==> src/rtl/mem_arb_pkg.sv <==
// Shared types and constants for the two-master memory arbiter.
package mem_arb_pkg;

    // Arbiter sequencing: one transaction in flight at a time.
    typedef enum logic [1:0] {
        ST_IDLE = 2'd0,
        ST_REQ  = 2'd1,
        ST_WAIT = 2'd2,
        ST_RESP = 2'd3
    } state_t;

    // Which upstream port owns the transaction currently in flight.
    typedef enum logic [1:0] {
        OWN_NONE = 2'd0,
        OWN_IFU  = 2'd1,
        OWN_LSU  = 2'd2
    } owner_t;

    localparam logic [1:0] SIZE_BYTE = 2'd0;
    localparam logic [1:0] SIZE_HALF = 2'd1;
    localparam logic [1:0] SIZE_WORD = 2'd2;

    // Read data returned to the owner when the memory never answers.
    localparam logic [31:0] ERR_RDATA = 32'hDEAD_BEEF;

endpackage

==> src/rtl/mem_arb_if.sv <==
// Bus bundle between the cpu ports (ifu, lsu), the arbiter and the memory.
// The master modport is the arbiter's view; the slave modport is the
// view of whatever sits around it (cpu ports plus memory).
//
// Handshake rules on this bus:
//   - ifu_reqValid / lsu_reqValid are levels: a port holds its request and
//     fields stable until its transaction is granted; after its respValid a
//     still-high reqValid is a new transaction.
//   - ifu_respValid / lsu_respValid are single-cycle strobes qualifying rdata.
//   - mem_reqValid is held with stable mem_* fields until mem_reqReady is
//     seen high on a clock edge; that edge is the transfer.
//   - mem_respValid is a single-cycle strobe qualifying mem_rdata and is only
//     honoured while a request is outstanding.
interface mem_arb_if #(
    parameter int AW = 32,
    parameter int DW = 32
);
    logic            ifu_reqValid;
    logic [AW-1:0]   ifu_addr;
    logic            ifu_respValid;
    logic [DW-1:0]   ifu_rdata;

    logic            lsu_reqValid;
    logic [AW-1:0]   lsu_addr;
    logic [1:0]      lsu_size;
    logic            lsu_wen;
    logic [DW-1:0]   lsu_wdata;
    logic [DW/8-1:0] lsu_wmask;
    logic            lsu_respValid;
    logic [DW-1:0]   lsu_rdata;

    logic            mem_reqValid;
    logic            mem_reqReady;
    logic [AW-1:0]   mem_addr;
    logic [1:0]      mem_size;
    logic            mem_wen;
    logic [DW-1:0]   mem_wdata;
    logic [DW/8-1:0] mem_wmask;
    logic            mem_respValid;
    logic [DW-1:0]   mem_rdata;

    logic            bus_err;

    modport master (
        input  ifu_reqValid, ifu_addr,
        output ifu_respValid, ifu_rdata,
        input  lsu_reqValid, lsu_addr, lsu_size, lsu_wen, lsu_wdata, lsu_wmask,
        output lsu_respValid, lsu_rdata,
        output mem_reqValid, mem_addr, mem_size, mem_wen, mem_wdata, mem_wmask,
        input  mem_reqReady, mem_respValid, mem_rdata,
        output bus_err
    );

    modport slave (
        output ifu_reqValid, ifu_addr,
        input  ifu_respValid, ifu_rdata,
        output lsu_reqValid, lsu_addr, lsu_size, lsu_wen, lsu_wdata, lsu_wmask,
        input  lsu_respValid, lsu_rdata,
        input  mem_reqValid, mem_addr, mem_size, mem_wen, mem_wdata, mem_wmask,
        output mem_reqReady, mem_respValid, mem_rdata,
        input  bus_err
    );

endinterface

==> src/rtl/mem_arb_timer.sv <==
// Outstanding-request watchdog for mem_arb. Counts cycles spent waiting on
// memory and flags expiry on the TIMEOUT_CYC-th waiting cycle. Only
// instantiated when MEM_ARB_TIMEOUT_EN is defined.
module mem_arb_timer #(
    parameter int TIMEOUT_CYC = 255
) (
    input  logic clock,
    input  logic reset_n,
    input  logic clear,
    input  logic run,
    output logic expired
);
    localparam int CW = (TIMEOUT_CYC > 1) ? $clog2(TIMEOUT_CYC) : 1;

    logic [CW-1:0] cnt_q;

    assign expired = run & (cnt_q == CW'(TIMEOUT_CYC - 1));

    // Wait-cycle counter: zeroed as a request is granted, parks once expired.
    always_ff @(posedge clock or negedge reset_n) begin
        if (!reset_n) begin
            cnt_q <= '0;
        end else if (clear) begin
            cnt_q <= '0;
        end else if (run && !expired) begin
            cnt_q <= cnt_q + CW'(1);
        end
    end

endmodule

==> src/rtl/mem_arb.sv <==
// Two-master (ifu, lsu), one-slave memory arbiter. One transaction in
// flight; request fields are latched at grant, the response is registered
// and handed back to the owning port as a one-cycle strobe. lsu wins ties.
// Optional watchdog: define MEM_ARB_TIMEOUT_EN to force an error response
// (ERR_RDATA, bus_err) after TIMEOUT_CYC cycles without a memory response.
module mem_arb
    import mem_arb_pkg::*;
#(
    parameter int AW          = 32,
    parameter int DW          = 32,
    parameter int TIMEOUT_CYC = 255
) (
    input  logic      clock,
    input  logic      reset_n,
    mem_arb_if.master bus,
    output state_t    dbg_state,
    output owner_t    dbg_owner
);
    state_t state_q, state_d;
    owner_t owner_q;

    logic [AW-1:0]   addr_q;
    logic [1:0]      size_q;
    logic            wen_q;
    logic [DW-1:0]   wdata_q;
    logic [DW/8-1:0] wmask_q;

    logic [DW-1:0]   rdata_q;
    logic            err_q;

    logic any_req;
    logic in_flight;
    logic rsp_take;
    logic timeout_hit;
    logic ifu_resp;
    logic lsu_resp;

    assign any_req   = bus.ifu_reqValid | bus.lsu_reqValid;
    assign in_flight = (state_q == ST_REQ) | (state_q == ST_WAIT);
    // A response counts only while a request is outstanding; in REQ it must
    // coincide with the acceptance of the request itself.
    assign rsp_take  = bus.mem_respValid &
                       (((state_q == ST_REQ) & bus.mem_reqReady) | (state_q == ST_WAIT));

`ifdef MEM_ARB_TIMEOUT_EN
    mem_arb_timer #(
        .TIMEOUT_CYC(TIMEOUT_CYC)
    ) u_timer (
        .clock   (clock),
        .reset_n (reset_n),
        .clear   ((state_q == ST_IDLE) & any_req),
        .run     (in_flight),
        .expired (timeout_hit)
    );
`else
    assign timeout_hit = 1'b0;
`endif

    // State register.
    always_ff @(posedge clock or negedge reset_n) begin
        if (!reset_n) begin
            state_q <= ST_IDLE;
        end else begin
            state_q <= state_d;
        end
    end

    // Next-state: a real response beats the watchdog when both land together.
    always_comb begin
        state_d = state_q;
        case (state_q)
            ST_IDLE: begin
                if (any_req) state_d = ST_REQ;
            end
            ST_REQ: begin
                if (rsp_take || timeout_hit) state_d = ST_RESP;
                else if (bus.mem_reqReady)   state_d = ST_WAIT;
            end
            ST_WAIT: begin
                if (rsp_take || timeout_hit) state_d = ST_RESP;
            end
            ST_RESP: begin
                state_d = ST_IDLE;
            end
            default: begin
                state_d = ST_IDLE;
            end
        endcase
    end

    // Grant: latch the winner's fields; ifu fetches are full-word reads.
    always_ff @(posedge clock or negedge reset_n) begin
        if (!reset_n) begin
            owner_q <= OWN_NONE;
            addr_q  <= '0;
            size_q  <= '0;
            wen_q   <= 1'b0;
            wdata_q <= '0;
            wmask_q <= '0;
        end else if (state_q == ST_IDLE && bus.lsu_reqValid) begin
            owner_q <= OWN_LSU;
            addr_q  <= bus.lsu_addr;
            size_q  <= bus.lsu_size;
            wen_q   <= bus.lsu_wen;
            wdata_q <= bus.lsu_wdata;
            wmask_q <= bus.lsu_wmask;
        end else if (state_q == ST_IDLE && bus.ifu_reqValid) begin
            owner_q <= OWN_IFU;
            addr_q  <= bus.ifu_addr;
            size_q  <= SIZE_WORD;
            wen_q   <= 1'b0;
            wdata_q <= '0;
            wmask_q <= '1;
        end else if (state_q == ST_RESP) begin
            owner_q <= OWN_NONE;
        end
    end

    // Response capture: stores return zero data, a watchdog expiry returns
    // the error pattern and flags bus_err.
    always_ff @(posedge clock or negedge reset_n) begin
        if (!reset_n) begin
            rdata_q <= '0;
            err_q   <= 1'b0;
        end else if (rsp_take) begin
            rdata_q <= wen_q ? '0 : bus.mem_rdata;
            err_q   <= 1'b0;
        end else if (timeout_hit) begin
            rdata_q <= DW'(ERR_RDATA);
            err_q   <= 1'b1;
        end
    end

    assign ifu_resp = (state_q == ST_RESP) & (owner_q == OWN_IFU);
    assign lsu_resp = (state_q == ST_RESP) & (owner_q == OWN_LSU);

    assign bus.mem_reqValid  = (state_q == ST_REQ);
    assign bus.mem_addr      = addr_q;
    assign bus.mem_size      = size_q;
    assign bus.mem_wen       = wen_q;
    assign bus.mem_wdata     = wdata_q;
    assign bus.mem_wmask     = wmask_q;

    assign bus.ifu_respValid = ifu_resp;
    assign bus.ifu_rdata     = ifu_resp ? rdata_q : '0;
    assign bus.lsu_respValid = lsu_resp;
    assign bus.lsu_rdata     = lsu_resp ? rdata_q : '0;
    assign bus.bus_err       = (state_q == ST_RESP) & err_q;

    assign dbg_state = state_q;
    assign dbg_owner = owner_q;

endmodule

==> src/flat_wrapper.sv <==
// flat-port wrapper written by rule: the top's interface ports become plain ports
module mem_arb_flat import mem_arb_pkg::*;
#(
    parameter int AW          = 32,
    parameter int DW          = 32,
    parameter int TIMEOUT_CYC = 255
)
  (clock, reset_n, dbg_state, dbg_owner, bus_ifu_reqValid, bus_ifu_addr, bus_ifu_respValid, bus_ifu_rdata, bus_lsu_reqValid, bus_lsu_addr, bus_lsu_size, bus_lsu_wen, bus_lsu_wdata, bus_lsu_wmask, bus_lsu_respValid, bus_lsu_rdata, bus_mem_reqValid, bus_mem_addr, bus_mem_size, bus_mem_wen, bus_mem_wdata, bus_mem_wmask, bus_mem_reqReady, bus_mem_respValid, bus_mem_rdata, bus_bus_err);
  mem_arb_if #(.AW(AW), .DW(DW)) bus_i ();
  input  logic clock;
  input  logic reset_n;
  output state_t dbg_state;
  output owner_t dbg_owner;
  input wire logic [$bits(bus_i.ifu_reqValid)-1:0] bus_ifu_reqValid;
  input wire logic [$bits(bus_i.ifu_addr)-1:0] bus_ifu_addr;
  output wire logic [$bits(bus_i.ifu_respValid)-1:0] bus_ifu_respValid;
  output wire logic [$bits(bus_i.ifu_rdata)-1:0] bus_ifu_rdata;
  input wire logic [$bits(bus_i.lsu_reqValid)-1:0] bus_lsu_reqValid;
  input wire logic [$bits(bus_i.lsu_addr)-1:0] bus_lsu_addr;
  input wire logic [$bits(bus_i.lsu_size)-1:0] bus_lsu_size;
  input wire logic [$bits(bus_i.lsu_wen)-1:0] bus_lsu_wen;
  input wire logic [$bits(bus_i.lsu_wdata)-1:0] bus_lsu_wdata;
  input wire logic [$bits(bus_i.lsu_wmask)-1:0] bus_lsu_wmask;
  output wire logic [$bits(bus_i.lsu_respValid)-1:0] bus_lsu_respValid;
  output wire logic [$bits(bus_i.lsu_rdata)-1:0] bus_lsu_rdata;
  output wire logic [$bits(bus_i.mem_reqValid)-1:0] bus_mem_reqValid;
  output wire logic [$bits(bus_i.mem_addr)-1:0] bus_mem_addr;
  output wire logic [$bits(bus_i.mem_size)-1:0] bus_mem_size;
  output wire logic [$bits(bus_i.mem_wen)-1:0] bus_mem_wen;
  output wire logic [$bits(bus_i.mem_wdata)-1:0] bus_mem_wdata;
  output wire logic [$bits(bus_i.mem_wmask)-1:0] bus_mem_wmask;
  input wire logic [$bits(bus_i.mem_reqReady)-1:0] bus_mem_reqReady;
  input wire logic [$bits(bus_i.mem_respValid)-1:0] bus_mem_respValid;
  input wire logic [$bits(bus_i.mem_rdata)-1:0] bus_mem_rdata;
  output wire logic [$bits(bus_i.bus_err)-1:0] bus_bus_err;
  assign bus_i.ifu_reqValid = bus_ifu_reqValid;
  assign bus_i.ifu_addr = bus_ifu_addr;
  assign bus_ifu_respValid = bus_i.ifu_respValid;
  assign bus_ifu_rdata = bus_i.ifu_rdata;
  assign bus_i.lsu_reqValid = bus_lsu_reqValid;
  assign bus_i.lsu_addr = bus_lsu_addr;
  assign bus_i.lsu_size = bus_lsu_size;
  assign bus_i.lsu_wen = bus_lsu_wen;
  assign bus_i.lsu_wdata = bus_lsu_wdata;
  assign bus_i.lsu_wmask = bus_lsu_wmask;
  assign bus_lsu_respValid = bus_i.lsu_respValid;
  assign bus_lsu_rdata = bus_i.lsu_rdata;
  assign bus_mem_reqValid = bus_i.mem_reqValid;
  assign bus_mem_addr = bus_i.mem_addr;
  assign bus_mem_size = bus_i.mem_size;
  assign bus_mem_wen = bus_i.mem_wen;
  assign bus_mem_wdata = bus_i.mem_wdata;
  assign bus_mem_wmask = bus_i.mem_wmask;
  assign bus_i.mem_reqReady = bus_mem_reqReady;
  assign bus_i.mem_respValid = bus_mem_respValid;
  assign bus_i.mem_rdata = bus_mem_rdata;
  assign bus_bus_err = bus_i.bus_err;
  mem_arb #(.AW(AW), .DW(DW), .TIMEOUT_CYC(TIMEOUT_CYC)) u_core (.clock(clock), .reset_n(reset_n), .bus(bus_i), .dbg_state(dbg_state), .dbg_owner(dbg_owner));
endmodule
==> config.mk <==
export PLATFORM = sky130hd
export DESIGN_NAME = mem_arb_flat
export DESIGN_NICKNAME = d
export VERILOG_FILES = /design/src/rtl/mem_arb_pkg.sv /design/src/rtl/mem_arb_if.sv /design/src/rtl/mem_arb_timer.sv /design/src/rtl/mem_arb.sv /design/src/flat_wrapper.sv
export SDC_FILE = /design/constraint.sdc
export NUM_CORES = 1
export LEC_CHECK = 0
export CAP_MARGIN = 10
export CORE_MARGIN = 1.5
export CORE_UTILIZATION = 39
export DETAILED_ROUTE_END_ITERATION = 6
export HOLD_SLACK_MARGIN = 0.05
export PLACE_DENSITY = 0.86
export SLEW_MARGIN = 20
export SYNTH_ARGS = -nofsm -noshare
export SYNTH_HDL_FRONTEND = slang
export SYNTH_SLANG_ARGS = --single-unit
==> constraint.sdc <==
create_clock -name clock -period 2.3 [get_ports clock]
set_input_delay 0.46 -clock clock [delete_from_list [all_inputs] [get_ports clock]]
set_output_delay 0.46 -clock clock [all_outputs]
set_load 0.005 [all_outputs]
==> reports/results.tsv <==
metric	value	unit
ys_ff_latch	107	
arrival	1980	ps
grt_antenna_before_repair	0	
vias_per_cell	5.208	
place_hpwl	11.62	mm
grt_max_degree	108	
timing.rr.start	u_core.dbg_state[0]	
violations	negative setup slack	
grtUsageTotal	22.78	%
grt_overflow_total	0	
h-tree-depth	3	
grt_pass1_vias	4849	
wire_per_inst	18.22	um
combPwrFrac	48.7	%
synth.largest_area_cell	dfrtp_1	
drive_gt1_share	14.85	%
hold_ws	157.3	ps
io_buffer_count	282	
drv_slew	0	
finalCriticalPeriod	2445	ps
power_frac_seq	35.5	%
clkTransAtPathRegs	80	ps
finalSetupTns	-340.1	ps
reg2reg_depth	9	
cts_root_buf	clkbuf_16	
rows	41	
skew	5.170	ps
fmax	0.4091	GHz
setup-violations-final	3	
fin_area	0.008534	mm2
final-seq-area	0.002678	mm2
end_kind	primary output	
p_clk_share	15.8	%
cts_tree	done	
maxCapViolCount	0	
required	1840	ps
clock_sinks	107	
die_y	117.7	um
fin_util	67.08	%
p_int	6.449	mW
synth_cell_type_count	32	
synth_top_area_share	52.16	%
pin_count	284	
power_density	1141	mW/mm2
final_common_cell	clkdlybuf4s50_1	
worst_pin_slew	574.9	ps
multiInputGateArea	0.002255	mm2
setup_ws	-144.6	ps
drc	0	
cts-hold-fix-buffers	0	
hold_viol	0	
ys_seq_area_share	52.16	%
min_path_type	input pin to async pin	
switchingPower	3.286	mW
yosys-top-cells-area	dfrtp_1 52%, mux2_4 8.8%, and2_1 7.9%	
die_w	117.7	um
routed_wirelength	16.51	mm
grt_pass1_wl	25.45	mm
clk_latency	350	ps
initial_core_util	40.35	%
period_share	106.3	%
n_antenna_cell	0	
reg2reg_setup_slack	210	ps
cp_max_fo	5	
ant_nets	0	
area_delta_synth_final	66.24	%
die_area	0.01386	mm2
critPathLaunchType	flip-flop	
place_ws	216.1	ps
final_cell_mix	218 x clkdlybuf4s50_1, 107 x dfrtp_1, 65 x and2_1	
vias	4718	
status	complete, but fails checks	
drt_iter0_drc	223	
placed_area	0.008149	mm2
nets	875	
total_leakage_power	4.211	nW
core	0.01272	mm2
max_slew_margin	61.67	%
syn_nets	591	
place.gp.congestion	0.7564	
numCtsBuffers	9	
synth_area	0.005134	mm2
crit_type	flip-flop to primary output	
drt_first_pass_iters	4	
netlist_instances	445	
irDropWorstVdd	0.6373	mV
clockBufferDepth	2	
synth_warnings	0	
rsz0062_at_grt	true	
p_sw_share	33.76	%
fillers	1003	
r2r_end	u_core.bus.mem_addr[2]	
synth.avg_cell_area	11.54	um2
## final cells by class
type,instances,share of cell area (%)
multi-input cells,296,26.42
inverters,4,0.1759
clock inverters,7,0.7624
repair buffers,311,36.11
clock buffers,9,2.639
flip-flops and latches,107,31.37
well taps,172,2.522
## worst max-delay path: stages, from the launching register on
cell             delay, ps
dfrtp_1                400
ha_4                   170
nand2_2                 70
nor2_4                 160
buf_4                  140
buf_6                  100
and2_1                 120
clkdlybuf4s50_1        490
## per-layer routing
layer | wire length (um) | track usage [%]
met3 | 1105 | 6.056
met2 | 8367 | 39.40
met1 | 6628 | 27.27
met5 | 0 | 0
met4 | 408 | 8.232
## repair_timing
item	CTS	global route
pin swaps	0	2
endpoints found under the setup margin	64	31
cloned	1	1
buffers inserted	2	8
gates resized for setup	45	76
## stage by stage
| step | std cells | power (mW) |
|---|---|---|
| 4_1_cts | 897 | 9.698 |
| 6_report | 906 | 9.735 |
| 2_1_floorplan | 445 | 5.675 |
| 3_5_place_dp | 878 | 8.118 |
| 5_1_grt | 906 | 10.32 |
| 3_3_place_gp | 878 | 7.874 |
## power by group through the flow
stage / logic [mW] / registers (mW) / clock network (mW)
floorplan: 2.32 / 3.35 / 0
global placement: 4.48 / 3.39 / 0
detailed placement: 4.67 / 3.44 / 0
CTS: 4.69 / 3.44 / 1.57
global route: 5.10 / 3.56 / 1.66
finish: 4.74 / 3.46 / 1.54
## synth_stat cells
library cell / instances
nor4bb_1: 1
nand2b_1: 3
and3b_1: 2
buf_6: 3
nand3b_1: 1
a22o_1: 34
buf_1: 1
o2bb2ai_1: 1
inv_1: 3
buf_4: 8
nor2b_1: 34
conb_1: 1
clkbuf_1: 12
ha_1: 5
a221oi_2: 1
a311oi_1: 1
and2_1: 65
buf_2: 14
o21ai_2: 1
dfrtp_1: 107
nor2_1: 2
mux2_2: 3
nor3b_1: 1
nand2_1: 3
a21oi_1: 33
nand2_2: 1
o22a_1: 5
o21ai_0: 3
mux2_4: 30
o22ai_1: 63
a21o_1: 2
inv_2: 1
## registers in the layout, indices dropped and copies added (netlist names)
name	cells
u_core.bus.mem_addr	32
u_core.bus.mem_size	2
u_core.bus.mem_wdata	32
u_core.bus.mem_wen	1
u_core.bus.mem_wmask	4
u_core.dbg_owner	2
u_core.dbg_state	2
u_core.rdata_q	32
## kinds of logic after synthesis
kind of cell | after synthesis | share of synthesized area (%)
other | 1 | 0.07305
adders and majority gates | 5 | 1.219
muxes | 33 | 9.432
buffers and inverters | 42 | 4.436
and+or+nand+nor | 113 | 13.75
DFF | 107 | 52.16
AOI/OAI and AO/OA | 144 | 18.94
## worst max-delay path by stage
stage | start | to | slack (ps) | cells past startpoint
5_1_grt | u_core.dbg_state[1] | bus_ifu_rdata[26] | -230 | 7
4_1_cts | u_core.dbg_state[0] | bus_ifu_rdata[26] | -130 | 7
3_3_place_gp | u_core.dbg_state[0] | bus_ifu_rdata[20] | 290 | 6
2_1_floorplan | u_core.dbg_state[0] | bus_lsu_rdata[22] | 590 | 4
3_5_place_dp | u_core.dbg_state[0] | bus_ifu_rdata[11] | 220 | 6
6_report | u_core.dbg_state[1] | bus_ifu_rdata[26] | -140 | 7
(Power assumes the default switching activity.)
